==> src/rtl/fiapp_pipe.sv <==
// fiapp_pipe: WIDTH-bit, DEPTH-stage register pipeline with a registered
// inverted tap of stage 0 and a handshake-driven fault-injection engine that
// corrupts one stage (flip / stuck-0 / stuck-1 under a mask) for a programmed
// window after a programmed delay.
module fiapp_pipe #(
    parameter int unsigned WIDTH = 8,
    parameter int unsigned DEPTH = 3,
    parameter int unsigned CNT_W = 8
) (
    input  logic                     clk,
    input  logic                     reset,
    input  logic [WIDTH-1:0]         a,
    input  logic                     enable,
    output logic [WIDTH-1:0]         o_first,
    output logic [WIDTH-1:0]         o_last,
    output logic [WIDTH-1:0]         o_inv,
    input  logic                     inj_valid,
    output logic                     inj_ready,
    input  logic [$clog2(DEPTH)-1:0] inj_stage,
    input  logic [1:0]               inj_mode,
    input  logic [WIDTH-1:0]         inj_mask,
    input  logic [CNT_W-1:0]         inj_delay,
    input  logic [CNT_W-1:0]         inj_len,
    output logic                     inj_active,
    output logic                     inj_done,
    output logic                     inj_err,
    output logic [CNT_W-1:0]         inj_count
);

    localparam int unsigned SW = $clog2(DEPTH);

    typedef enum logic [1:0] {
        IDLE,
        ARMED,
        ACTIVE,
        DONE
    } state_t;

    state_t           r_state;
    state_t           w_next;

    logic [WIDTH-1:0] r_s [DEPTH];
    logic [WIDTH-1:0] w_d [DEPTH];
    logic [WIDTH-1:0] r_inv;

    logic [SW-1:0]    r_tgt;
    logic [1:0]       r_mode;
    logic [WIDTH-1:0] r_mask;
    logic [CNT_W-1:0] r_len;
    logic [CNT_W-1:0] r_cnt;
    logic [CNT_W-1:0] r_count;
    logic             r_err;

    logic             w_accept;
    logic             w_illegal;
    logic [CNT_W-1:0] w_req_len;

    function automatic logic [WIDTH-1:0] f_fault(
        input logic [WIDTH-1:0] d,
        input logic [1:0]       mode,
        input logic [WIDTH-1:0] mask
    );
        case (mode)
            2'b00:   return d ^ mask;
            2'b01:   return d & ~mask;
            2'b10:   return d | mask;
            default: return d;
        endcase
    endfunction

    assign w_accept  = inj_valid && (r_state == IDLE);
    assign w_illegal = (inj_mode == 2'b11) || (32'(inj_stage) >= DEPTH);
    assign w_req_len = (inj_len == '0) ? CNT_W'(1) : inj_len;

    // Per-stage next-state; the latched target stage is corrupted while ACTIVE.
    for (genvar k = 0; k < DEPTH; k++) begin : g_stage
        logic [WIDTH-1:0] w_pre;
        if (k == 0) begin : g_head
            assign w_pre = enable ? a : r_s[0];
        end else begin : g_body
            assign w_pre = r_s[k-1];
        end
        assign w_d[k] = ((r_state == ACTIVE) && (r_tgt == SW'(k)))
                        ? f_fault(w_pre, r_mode, r_mask) : w_pre;
    end

    // Pipeline stages and the inverted tap of stage 0.
    always_ff @(posedge clk or negedge reset) begin
        if (!reset) begin
            for (int unsigned k = 0; k < DEPTH; k++) r_s[k] <= '0;
            r_inv <= '0;
        end else begin
            for (int unsigned k = 0; k < DEPTH; k++) r_s[k] <= w_d[k];
            r_inv <= ~r_s[0];
        end
    end

    // Injection FSM state register.
    always_ff @(posedge clk or negedge reset) begin
        if (!reset) r_state <= IDLE;
        else        r_state <= w_next;
    end

    // Injection FSM next-state and handshake/status outputs.
    always_comb begin
        w_next     = r_state;
        inj_ready  = 1'b0;
        inj_active = 1'b0;
        inj_done   = 1'b0;
        inj_err    = 1'b0;
        case (r_state)
            IDLE: begin
                inj_ready = 1'b1;
                if (w_accept) begin
                    if (w_illegal)              w_next = DONE;
                    else if (inj_delay == '0)   w_next = ACTIVE;
                    else                        w_next = ARMED;
                end
            end
            ARMED: begin
                if (r_cnt == CNT_W'(1)) w_next = ACTIVE;
            end
            ACTIVE: begin
                inj_active = 1'b1;
                if (r_cnt == CNT_W'(1)) w_next = DONE;
            end
            DONE: begin
                inj_done = 1'b1;
                inj_err  = r_err;
                w_next   = IDLE;
            end
            default: w_next = IDLE;
        endcase
    end

    // Request latch, shared delay/length counter and completed-injection count.
    // One counter serves both ARMED (delay) and ACTIVE (length); it is reloaded
    // with the window length on the ARMED->ACTIVE edge.
    always_ff @(posedge clk or negedge reset) begin
        if (!reset) begin
            r_tgt   <= '0;
            r_mode  <= '0;
            r_mask  <= '0;
            r_len   <= '0;
            r_cnt   <= '0;
            r_err   <= 1'b0;
            r_count <= '0;
        end else begin
            case (r_state)
                IDLE: begin
                    if (w_accept) begin
                        r_tgt  <= inj_stage;
                        r_mode <= inj_mode;
                        r_mask <= inj_mask;
                        r_len  <= w_req_len;
                        r_err  <= w_illegal;
                        r_cnt  <= (inj_delay != '0) ? inj_delay : w_req_len;
                    end
                end
                ARMED:  r_cnt <= (r_cnt == CNT_W'(1)) ? r_len : r_cnt - 1'b1;
                ACTIVE: r_cnt <= r_cnt - 1'b1;
                DONE: begin
                    if (!r_err && (r_count != '1)) r_count <= r_count + 1'b1;
                end
                default: ;
            endcase
        end
    end

    assign o_first   = r_s[0];
    assign o_last    = r_s[DEPTH-1];
    assign o_inv     = r_inv;
    assign inj_count = r_count;

endmodule
==> config.mk <==
export PLATFORM = sky130hd
export DESIGN_NAME = fiapp_pipe
export DESIGN_NICKNAME = d
export VERILOG_FILES = /design/src/rtl/fiapp_pipe.sv
export SDC_FILE = /design/constraint.sdc
export NUM_CORES = 1
export LEC_CHECK = 0
export ABC_AREA = 1
export CORE_MARGIN = 2
export CORE_UTILIZATION = 45
export DETAILED_ROUTE_END_ITERATION = 12
export PLACE_DENSITY = 0.81
export SYNTH_ARGS = -nofsm -noshare
export SYNTH_HDL_FRONTEND = slang
export SYNTH_SLANG_ARGS = --single-unit
export TNS_END_PERCENT = 1
==> constraint.sdc <==
create_clock -name clk -period 3.1 [get_ports clk]
set_input_delay 0.31 -clock clk [delete_from_list [all_inputs] [get_ports clk]]
set_output_delay 0.31 -clock clk [all_outputs]
set_load 0.03 [all_outputs]
Word-level counts from Yosys, hierarchy flattened
Index checks and enable logic that the tools add are counted.

cells by class
  multiplexer cells = 22
  equal/unequal tests = 13
  reduce and logical (&&, ||, !) cells = 18
  bitwise logic cells = 11
  $add $sub $neg = 2
  order comparisons = 1

operators with widths
  operator                                                               count
  8-bit one-hot mux with 3 select lines                                  4
  8-bit 2-to-1 mux                                                       8
  8-bit bitwise AND                                                      3
  8-bit bitwise OR                                                       3
  8-bit bitwise XOR                                                      3
  8-bit logical NOT                                                      2
  8-bit NOT                                                              2
  2-bit equality test, second input constant                             5
  2-bit 2-to-1 mux                                                       5
  8-bit by 1-bit adder with 8-bit output, second input constant          1
  8-bit by 1-bit equality test with 1-bit output, second input constant  1
  8-bit inequality test, second input constant                           1
  2-bit one-hot mux with 4 select lines                                  1
  8-bit nonzero test                                                     1
  8-bit by 1-bit subtractor with 8-bit output, second input constant     1
  2-bit by 1-bit equality test with 1-bit output, second input constant  3
  2-bit logical NOT                                                      3
  2-bit AND reduction                                                    3
  1-bit logical AND                                                      5
  1-bit 2-to-1 mux                                                       4
  2-bit inequality test, second input constant                           2
  3-bit AND reduction                                                    1
  3-bit nonzero test                                                     1
  2-bit greater-or-equal comparator, second input constant               1
  other kinds (3)                                                        3

storage, ports and cells
  bits of input ports = 40
  register bits after elaboration = 71

Depth between registers and ports, before layout
  depth in word-level cells = 5
  mapped depth = 11
  gate-level depth less buffers = 11

Worst setup path before layout
Ideal clock, no wire load.

  path kind = reg2reg
  from = register r_state[0]
  to = register r_s, in the netlist g_stage[2].w_pre[5]
  library setup time = 127 ps
  arrival time = 1,680 ps
  cell stages (with the launch flop) = 7
  path buffers = 1
  slack = 1,293 ps
  data required time = 2,973 ps
  clock period less this slack = 1,807 ps
  path through = dfrtp_1 inv_1 ha_1 nand4_2 buf_2 a211oi_1 a21oi_1

RTL lines
  what                      RTL line  text
  start: declaration        39        state_t r_state;
  start signal: assignment  101       else r_state <= w_next;
  end: declaration          42        logic [WIDTH-1:0] r_s [DEPTH];

Worst setup path in the final report
  from = register r_state[0]
  to = output port inj_active

between the ends
  word-level cells in the longest chain between the ends = 2

RTL lines
  what                 RTL line  text
  2-bit equality test  111       case (r_state)
  1-bit 2-to-1 mux     111
  end: declaration     24        output logic inj_active,

No other way between the ends.

==> flow_metrics.tcl <==
set metrics [dict create \
    run_status "finished clean" \
    vdd_ir_drop_max_mv 0.464 \
    criticalPathCategory "register to output pin" \
    ys.flop_type "dfrtp_1" \
    place_congestion 0.892 \
    finalHoldViolCount 0 \
    clock_latency_on_the_worst_skew_pair_ns 0.35 \
    overall_overflow_remaining_after_global_route 0 \
    final_std_cell_area_no_fill_um2 5610 \
    detailroute.via_count 4076 \
    detailedPlacementHpwl_um 8030 \
    cts-buffers-inserted 9 \
    timing.max_slew.rel_slack_pct 33.2 \
    final_core_utilization_pct 57.1 \
    timing.setup.tns_ns 0 \
    timing_max_transition_violations_final 0 \
    syn-mean-instance-area_um2 7.86 \
    io-pin-count 76 \
    worst_pin_slew_ns 1.00 \
    track_usage_pct 20.9 \
    endpoint_kind "output pin" \
    critPathTopFamily "buffers and inverters" \
    clock_sinks 71 \
    postSynthNetCount 680 \
    io_buffers 75 \
    synth_sequential_area_ratio_pct 38.8 \
    synth.distinct_cells 31 \
    share_of_yosys_cell_area_claimed_by_the_top_area_cell_type_pct 38.8 \
    power.leakage_nw 2.73 \
    dr.first_iter.drc_count 247 \
    async_flop_share_pct 100 \
    worstPathBufferInverterCount 2 \
    postPlaceCellArea_um2 5440 \
    setup.reg_to_reg.worst_slack_ns 0.90 \
    clockBufferDepth 2 \
    max_cap_viol_count 0 \
    filler_cell_count 937 \
    layout-drive-gt1-share_pct 5.77 \
    area_of_the_placeable_core_um2 9820 \
    grt_pass1_wl_um 18600 \
    synth_area_um2 4580 \
    path_cells "inv_1 > ha_1 > clkdlybuf4s50_1" \
    synth_enable_flop_cells 0 \
    timing.critical_path.slowest_stage_cell "clkdlybuf4s50_1" \
    critPathArrivalTime_ns 2.08 \
    final_nets 752 \
    final_period_minus_worst_setup_slack_ns 2.39 \
    cts_repair_resize_count 0 \
    finalCritPeriodShare_pct 77.2 \
    grt_max_degree 46 \
    placementRows 36 \
    cell_internal_pwr_mw 2.86 \
    cts-root-buf "clkbuf_8" \
    netlist_instances 583 \
    vias_per_inst 5.15 \
    finalSetupViolations 0 \
    pwr_density_cell_nw_per_um2 1000 \
    design.die.area_um2 11000 \
    antenna_violation_net_count_after_detailed_routing 0 \
    yosys_register_bits 71 \
    crit_path_start_kind "register" \
    cts-hold-fix-buffers 0 \
    routed_wl_um 11000 \
    detailedRoute.firstPassIterationCount 5 \
    grt_setup_unrepaired "no" \
    power.share.switching_pct 49.2 \
    insertedDiodeCount 0 \
    wire_per_inst_um 13.9 \
    flow.area_growth_from_synthesis_pct 22.4 \
    start_util_pct 46.6 \
    worstPathMaxFanout 8 \
    net-switching-power_mw 2.77 \
    cts_tree "done" \
    initial_antenna_violation_count 0 \
    first_global_vias 3892 \
    finClkSkew_ns 0.00977 \
    power_total_mw 5.63 \
    route.detailed.drc 0 \
    yosysMostFrequentCell "nand2_1" \
    combPwrFrac_pct 57.5 \
    clkPwrFrac_pct 12.0 \
    max_freq_ghz 0.418 \
    yosys_warnings 0 \
    floorplan.die.height_um 105 \
    timing.critical_path.required_ns 2.79 \
    delay_of_the_slowest_cell_on_the_worst_path_ns 0.76 \
    synthTopCellsByArea "dfrtp_1 39%, ha_1 16%, nand2_1 12%" \
    yosysTopAreaCell "dfrtp_1" \
    synth_top_cells_by_count "143 x nand2_1, 81 x inv_1, 71 x dfrtp_1, 63 x o21ai_0, 57 x ha_1" \
    setup_bufs_post_cts 0 \
    h-tree-depth 3 \
    sequentialPowerShare_pct 30.6 \
    clk_transition_reported_paths_ns 0.08 \
    min-delay-path-class "input port to async pin" \
    fp.dieW_um 105 \
]
## area by class of cell
cell class | count | area [um^2] | area share (%)
Inverter | 84 | 315 | 5.62
Clock inverter | 5 | 33.8 | 0.603
Clock buffer | 10 | 138 | 2.45
Multi-Input combinational cell | 409 | 2390 | 42.7
Timing Repair Buffer | 80 | 783 | 14.0
Tap cell | 133 | 166 | 2.97
Sequential cell | 71 | 1780 | 31.7
## path summary, 6_finish.rpt
path	start	to	cells after the start
setup / recovery	r_state[0]	inj_active	3
hold / removal	reset	r_mask[6]	1
setup reg to reg	r_mode[0]	o_first[0]	6
hold reg to reg	r_len[5]	r_len[5]	2
max in group asynchronous	reset	r_len[0]	2
min in group clk	r_len[5]	r_len[5]	2
## cells in the final DEF (no fill, tap or decap), drive strengths merged, types with 2 or more instances in the layout
master | Yosys | final
nand2 | 146 | 146
inv | 84 | 85
clkdlybuf4s50 | 0 | 74
dfrtp | 71 | 71
o21ai | 66 | 66
ha | 57 | 57
nand3 | 45 | 45
nor2 | 32 | 32
a21oi | 26 | 26
a211oi | 11 | 11
clkbuf | 6 | 10
o211ai | 8 | 8
buf | 13 | 6
xnor2 | 5 | 5
xor2 | 4 | 4
nand4 | 3 | 3
clkinv | 0 | 2
clkinvlp | 0 | 2
nor3 | 2 | 2
## metal layers
metal  vias to the layer above  share of wire (%)  GRT usage, %
met5                         -                  0             0
met4                         0                2.1          7.05
met3                        24                4.1          3.37
met2                       116                 48          35.3
met1                      1913                 45          27.2
li1                       2023                  -             -
## kinds of logic after synthesis
kind of cell / synth area share, %
xor gates and xnor gates: 1.72
AOI/OAI and AO/OA: 13.7
DFF: 38.8
buffers and inverters: 8.96
and+or+nand+nor: 21.3
adders and majority gates: 15.6
## power by group through the flow
stage          logic, mW  clock network [mW]  registers, mW
6_report            3.23               0.673           1.72
5_1_grt             3.63               0.733           1.78
4_1_cts             3.22               0.690           1.72
3_5_place_dp        3.19                   0           1.73
3_3_place_gp        3.03                   0           1.71
2_1_floorplan       1.93                   0           1.96
## flip-flops by register name (all words and copies together) (netlist names)
register       count
r_mask             8
r_err              1
r_mode             2
o_last             8
r_tgt              2
r_state            2
r_len              8
o_first            8
o_inv              8
r_cnt              8
g_stage.w_pre      8
inj_count          8
## through the flow
stage	hold WS, ns	instances	setup WS (ns)
4_1_cts	0.145	792	0.706
2_1_floorplan	0.0144	583	1.29
6_report	0.107	792	0.707
3_3_place_gp	0.467	777	1.07
5_1_grt	0.201	792	0.614
3_5_place_dp	0.470	777	0.946
Power figures use the tool's default switching activity.
